--- config.mk ---
export PLATFORM = sky130hd
export DESIGN_NAME = parking_gate_arbiter
export DESIGN_NICKNAME = d
export VERILOG_FILES = /design/src/rtl/parking_gate_arbiter.sv
export SDC_FILE = /design/constraint.sdc
export NUM_CORES = 1
export LEC_CHECK = 0
export ABC_AREA = 0
export ABC_CLOCK_PERIOD_IN_PS = 2500
export BUFFER_PORTS_ARGS = -buffer_cell sky130_fd_sc_hd__buf_2
export CORE_MARGIN = 2
export CORE_UTILIZATION = 58
export CTS_BUF_LIST = sky130_fd_sc_hd__clkbuf_4 sky130_fd_sc_hd__clkbuf_8
export CTS_CLUSTER_SIZE = 25
export DETAILED_ROUTE_END_ITERATION = 8
export PLACE_DENSITY = 0.87
export RECOVER_POWER = 50
export SLEW_MARGIN = 20
export SYNTH_ARGS = -nofsm -noshare
export SYNTH_HDL_FRONTEND = slang
export SYNTH_SLANG_ARGS = --single-unit
--- constraint.sdc ---
create_clock -name clk -period 2.5 [get_ports clk]
set_input_delay 0.375 -clock clk [delete_from_list [all_inputs] [get_ports clk]]
set_output_delay 0.375 -clock clk [all_outputs]
set_load 0.01 [all_outputs]
--- src/rtl/parking_gate_arbiter.sv ---
// Shared entry/exit barrier lane controller: round-robin arbitration between one-deep
// pending requests, open/pass/close sequencing, and the free-space counter with lot lamps.
module parking_gate_arbiter #(
  parameter int unsigned CAPACITY     = 20,
  parameter int unsigned CNT_W        = 5,
  parameter int unsigned OPEN_CYCLES  = 50,
  parameter int unsigned CLOSE_CYCLES = 10
) (
  input  logic             clk,
  input  logic             reset,
  input  logic             entry_req_i,
  input  logic             exit_req_i,
  input  logic             pass_sensor_i,
  output logic             gate_open_o,
  output logic             grant_entry_o,
  output logic             grant_exit_o,
  output logic [CNT_W-1:0] spaces_o,
  output logic             lot_green_o,
  output logic             lot_red_o,
  output logic             busy_o,
  output logic             timeout_err_o
);

  localparam int unsigned TimerMax = (OPEN_CYCLES > CLOSE_CYCLES) ? OPEN_CYCLES : CLOSE_CYCLES;
  localparam int unsigned TimerW   = (TimerMax > 1) ? $clog2(TimerMax) : 1;

  localparam logic [CNT_W-1:0]  Full      = CNT_W'(CAPACITY);
  localparam logic [TimerW-1:0] OpenLast  = TimerW'(OPEN_CYCLES - 1);
  localparam logic [TimerW-1:0] CloseLast = TimerW'(CLOSE_CYCLES - 1);

  typedef enum logic [1:0] {StIdle, StOpen, StClosing} state_e;
  typedef enum logic {DirEntry, DirExit} dir_e;

  state_e            state_q, state_d;
  dir_e              dir_q, dir_d;
  logic [TimerW-1:0] timer_q, timer_d;
  logic [CNT_W-1:0]  spaces_q, spaces_d;
  logic              entry_pend_q, entry_pend_d;
  logic              exit_pend_q, exit_pend_d;
  logic              grant_entry_q, grant_entry_d;
  logic              grant_exit_q, grant_exit_d;
  logic              timeout_q, timeout_d;

  logic entry_ok, exit_ok;

  assign entry_ok = entry_pend_q && (spaces_q != '0);
  assign exit_ok  = exit_pend_q && (spaces_q < Full);

  always_comb begin
    state_d       = state_q;
    dir_d         = dir_q;
    timer_d       = timer_q;
    spaces_d      = spaces_q;
    // A pulse while the flag is already set simply merges into it.
    entry_pend_d  = entry_pend_q | entry_req_i;
    exit_pend_d   = exit_pend_q | exit_req_i;
    grant_entry_d = 1'b0;
    grant_exit_d  = 1'b0;
    timeout_d     = 1'b0;

    unique case (state_q)
      StIdle: begin
        // Nobody can leave an empty lot: drop the stale exit request.
        if (exit_pend_q && (spaces_q >= Full)) begin
          exit_pend_d = 1'b0;
        end
        if (entry_ok && (!exit_ok || (dir_q == DirExit))) begin
          grant_entry_d = 1'b1;
          entry_pend_d  = 1'b0;
          dir_d         = DirEntry;
          state_d       = StOpen;
          timer_d       = '0;
        end else if (exit_ok) begin
          grant_exit_d = 1'b1;
          exit_pend_d  = 1'b0;
          dir_d        = DirExit;
          state_d      = StOpen;
          timer_d      = '0;
        end
      end

      StOpen: begin
        if (pass_sensor_i) begin
          state_d = StClosing;
          timer_d = '0;
          if (dir_q == DirEntry) begin
            if (spaces_q != '0) spaces_d = spaces_q - CNT_W'(1);
          end else begin
            if (spaces_q < Full) spaces_d = spaces_q + CNT_W'(1);
          end
        end else if (timer_q == OpenLast) begin
          state_d   = StClosing;
          timer_d   = '0;
          timeout_d = 1'b1;
        end else begin
          timer_d = timer_q + TimerW'(1);
        end
      end

      StClosing: begin
        if (timer_q == CloseLast) begin
          state_d = StIdle;
          timer_d = '0;
        end else begin
          timer_d = timer_q + TimerW'(1);
        end
      end

      default: begin
        state_d = StIdle;
        timer_d = '0;
      end
    endcase
  end

  always_ff @(posedge clk) begin
    if (reset) begin
      state_q       <= StIdle;
      dir_q         <= DirEntry;
      timer_q       <= '0;
      spaces_q      <= Full;
      entry_pend_q  <= 1'b0;
      exit_pend_q   <= 1'b0;
      grant_entry_q <= 1'b0;
      grant_exit_q  <= 1'b0;
      timeout_q     <= 1'b0;
    end else begin
      state_q       <= state_d;
      dir_q         <= dir_d;
      timer_q       <= timer_d;
      spaces_q      <= spaces_d;
      entry_pend_q  <= entry_pend_d;
      exit_pend_q   <= exit_pend_d;
      grant_entry_q <= grant_entry_d;
      grant_exit_q  <= grant_exit_d;
      timeout_q     <= timeout_d;
    end
  end

  assign gate_open_o   = (state_q == StOpen);
  assign busy_o        = (state_q != StIdle);
  assign grant_entry_o = grant_entry_q;
  assign grant_exit_o  = grant_exit_q;
  assign timeout_err_o = timeout_q;
  assign spaces_o      = spaces_q;
  assign lot_green_o   = (spaces_q != '0);
  assign lot_red_o     = (spaces_q == '0);

endmodule

==> impl_metrics.sql <==
INSERT INTO impl_metrics (metric_group, metric, value, unit) VALUES
('sta', 'slew_viol_final', '0', ''),
('place', 'placement.io_buffers', '16', ''),
('yosys', 'seq_area_frac_synth', '0.339', ''),
('die', 'std_cell_rows', '15', ''),
('detailed_routing', 'detail_route.drc_violations', '0', ''),
('place', 'gp_congestion', '0.874', ''),
('sta', 'worst_clock_skew', '2.21', 'ps'),
('sta', 'layout_min_cycle_time', '2080', 'ps'),
('grt', 'grt.overflow.total', '0', ''),
('final_layout', 'area_of_combinational_cells_with_multiple_inputs', '679', 'µm²'),
('clocking', 'htreeDepth', '1', ''),
('final_layout', 'antenna_cells_inserted', '0', ''),
('yosys', 'post_synth_inst_count', '124', ''),
('clocking', 'post-cts-setup-buffers', '0', ''),
('power', 'power_leakage', '0.500', 'nW'),
('critical_path', 'critical_path.reg2reg.startpoint', 'dir_q', ''),
('clocking', 'cts.clk_slew.worst_paths', '100', 'ps'),
('clocking', 'cts.sinks', '19', ''),
('clocking', 'cts-buffers-inserted', '3', ''),
('place', 'place_hpwl', '1670', 'µm'),
('yosys', 'synthesis.area_per_instance', '9.04', 'µm²'),
('grt', 'via_count_of_the_first_global_routing_pass', '819', ''),
('run', 'timing.max_cap.violations', '0', ''),
('run_status', 'run_status', 'finished clean', ''),
('yosys', 'post_synth_main_area_contributors', 'sky130_fd_sc_hd__dfxtp_1, sky130_fd_sc_hd__ha_1, sky130_fd_sc_hd__nor2_1', ''),
('critical_path', 'critical_path_class', 'register to output port', ''),
('grt', 'globalRouteMet2Util', '0.344', ''),
('detailed_routing', 'first_pass_iters', '4', ''),
('detailed_routing', 'antenna_violating_nets_post_route', '0', ''),
('die', 'die_area', '0.00230', 'mm²'),
('power', 'powerDensity', '561', 'mW/mm²'),
('critical_path', 'crit_end', 'lot_green_o', ''),
('min_path', 'worstHoldStart', 'entry_req_i', ''),
('detailed_routing', 'route.vias.total', '980', ''),
('critical_path', 'worstPathArrival', '1700', 'ps'),
('critical_path', 'critical_path_peak_fanout', '5', ''),
('sta', 'achievable-frequency', '481', 'MHz'),
('clocking', 'cts-hold-fix-buffers', '0', ''),
('yosys', 'post-synth-top-area-fraction', '0.339', ''),
('sta', 'relSlewSlack', '0.565', ''),
('critical_path', 'worst_ep_required_time', '2120', 'ps'),
('detailed_routing', 'wire_length_per_cell_after_detailed_routing', '13.4', 'µm'),
('power', 'seq_power_share', '0.487', ''),
('critical_path', 'worst_r2r_endpoint', 'spaces_o[4]', ''),
('yosys', 'synth-seq-cells', '19', ''),
('power', 'p_sw', '0.216', 'mW'),
('final_layout', 'final_net_count', '157', ''),
('final_layout', 'post_route_cells_drive_above_1_share', '0.141', ''),
('final_layout', 'areaGrowthSynthToFinish', '9.60', '%'),
('grt', 'grt_use_total', '0.220', ''),
('detailed_routing', 'drt-total-wl', '2240', 'µm'),
('yosys', 'synth.cell_area', '0.00112', 'mm²'),
('grt', 'grt_use_met3', '0.0340', ''),
('power', 'share_clk_of_total_power', '0.240', ''),
('die', 'initial_core_util', '0.635', ''),
('power', 'internal_power', '0.473', 'mW'),
('grt', 'busiest_layer', 'met2', ''),
('min_path', 'min_path_type', 'primary input to register', ''),
('critical_path', 'worst-r2r-cell-count', '7', ''),
('yosys', 'synth_top_area_cell', 'sky130_fd_sc_hd__dfxtp_1', ''),
('yosys', 'synth.lib_cells_used.distinct', '47', ''),
('power', 'vdd_ir_drop_max', '0.332', 'mV'),
('final_layout', 'regArea', '380', 'µm²'),
('sta', 'tightestPinTransition', '647', 'ps'),
('critical_path', 'r2r_slack', '440', 'ps'),
('sta', 'totalNegativeSetupSlack', '0', 'ps'),
('power', 'comb_power_share', '0.274', ''),
('grt', 'antenna_found_initial', '0', ''),
('clocking', 'cts_repair_resize_count', '0', ''),
('sta', 'finish_stage_setup_viols', '0', ''),
('sta', 'ratio_of_final_minimum_period_to_clock_period', '0.831', '');
[Yosys cell counts (all sizes together)]
library cell,count
a41oi,1
o21a,1
o2111a,1
dfxtp,19
nand3,5
o22a,1
nand4bb,1
nor3,1
and2,2
clkbuf,2
nand2,5
a31oi,3
nor2,12
a211oi,3
or3,1
a21boi,2
o31a,1
and3,4
nand4b,1
a21oi,5
a21o,2
ha,8
nor4,2
nor2b,6
nand4,1
o21ba,1
a22oi,1
nor3b,2
nand3b,1
mux2i,3
a21bo,1
o32ai,1
fa,1
xnor2,3
inv,10
o21ai,7
a22o,2
a211o,1
[worst min-delay path by stage]
| stage | endpoint | slack, ps | cells after the start |
|---|---|---|---|
| 4_1_cts | entry_pend_q | 330 | 3 |
| 3_5_place_dp | entry_pend_q | 500 | 2 |
| 6_report | entry_pend_q | 330 | 3 |
| 3_3_place_gp | timer_q[0] | 490 | 1 |
| 5_1_grt | entry_pend_q | 330 | 3 |
| 2_1_floorplan | entry_pend_q | 470 | 2 |
[cell families (layout without fill, tap and decap cells)]
logic type,after synthesis,count (layout),share of synthesized area
xor gates and xnor gates,3,3,0.0234
adders and majority gates,9,9,0.107
muxes,3,3,0.0268
DFF,19,19,0.339
buffers and inverters,12,30,0.0402
and+or+nand+nor,44,44,0.244
AOI/OAI and AO/OA,34,34,0.219
[per-layer routing]
metal	part of all wire	vias to the layer above
li1	-	488
met1	0.47	449
met2	0.45	36
met3	0.060	7
met4	0.021	0
met5	0	-
[area by class of cell]
cell class                      count  share of cell area
Multi-Input combinational cell     93               0.553
Sequential cell                    19               0.310
Timing Repair Buffer               16              0.0570
Inverter                           10              0.0305
Tap cell                           25              0.0255
Clock buffer                        4              0.0244
[placed cells by master (no fill, tap or decap), types with 2 or more instances in the layout]
cell type,netlist,final
sky130_fd_sc_hd__xnor2_1,3,3
sky130_fd_sc_hd__a211oi_1,3,3
sky130_fd_sc_hd__a22o_1,2,2
sky130_fd_sc_hd__mux2i_1,3,3
sky130_fd_sc_hd__clkbuf_1,2,8
sky130_fd_sc_hd__dfxtp_1,19,19
sky130_fd_sc_hd__nand3_1,4,4
sky130_fd_sc_hd__o21ai_0,6,6
sky130_fd_sc_hd__nor2_1,11,11
sky130_fd_sc_hd__a31oi_1,3,3
sky130_fd_sc_hd__buf_2,0,8
sky130_fd_sc_hd__nor3b_1,2,2
sky130_fd_sc_hd__nor4_1,1,2
sky130_fd_sc_hd__clkbuf_4,0,4
sky130_fd_sc_hd__and3_1,2,2
sky130_fd_sc_hd__ha_1,8,8
sky130_fd_sc_hd__nand2_1,5,5
sky130_fd_sc_hd__nor2b_1,6,6
sky130_fd_sc_hd__inv_1,10,10
sky130_fd_sc_hd__a21oi_1,5,5
[flip-flops by register name, summed over array words and instances (netlist names)]
name           cells
exit_pend_q        1
grant_exit_o       1
timeout_err_o      1
spaces_o           5
grant_entry_o      1
dir_q              1
entry_pend_q       1
timer_q            6
state_q            2
[critical path: stages (launching register included)]
cell	delay, ps
sky130_fd_sc_hd__dfxtp_1	370
sky130_fd_sc_hd__nor4_1	610
sky130_fd_sc_hd__and2_2	260
sky130_fd_sc_hd__inv_1	30
sky130_fd_sc_hd__buf_2	130
[metrics by stage]
stage | utilization | setup slack (ps) | hold WS [ps] | cell area (µm²) | std cells
3_3_place_gp | 0.694 | 574 | 494 | 1220 | 163
4_1_cts | 0.711 | 436 | 332 | 1250 | 167
2_1_floorplan | - | 659 | 472 | 1120 | 124
3_5_place_dp | 0.694 | 461 | 496 | 1220 | 163
6_report | 0.696 | 423 | 333 | 1230 | 167
5_1_grt | 0.696 | 330 | 327 | 1230 | 167
[power groups by stage]
stage	logic [mW]	clock network (mW)	registers, mW
finish	0.189	0.165	0.335
global route	0.212	0.180	0.338
CTS	0.193	0.168	0.338
detailed placement	0.191	0	0.345
global placement	0.186	0	0.344
floorplan	0.142	0	0.346
Note: power is estimated with default switching activity, not from simulation.
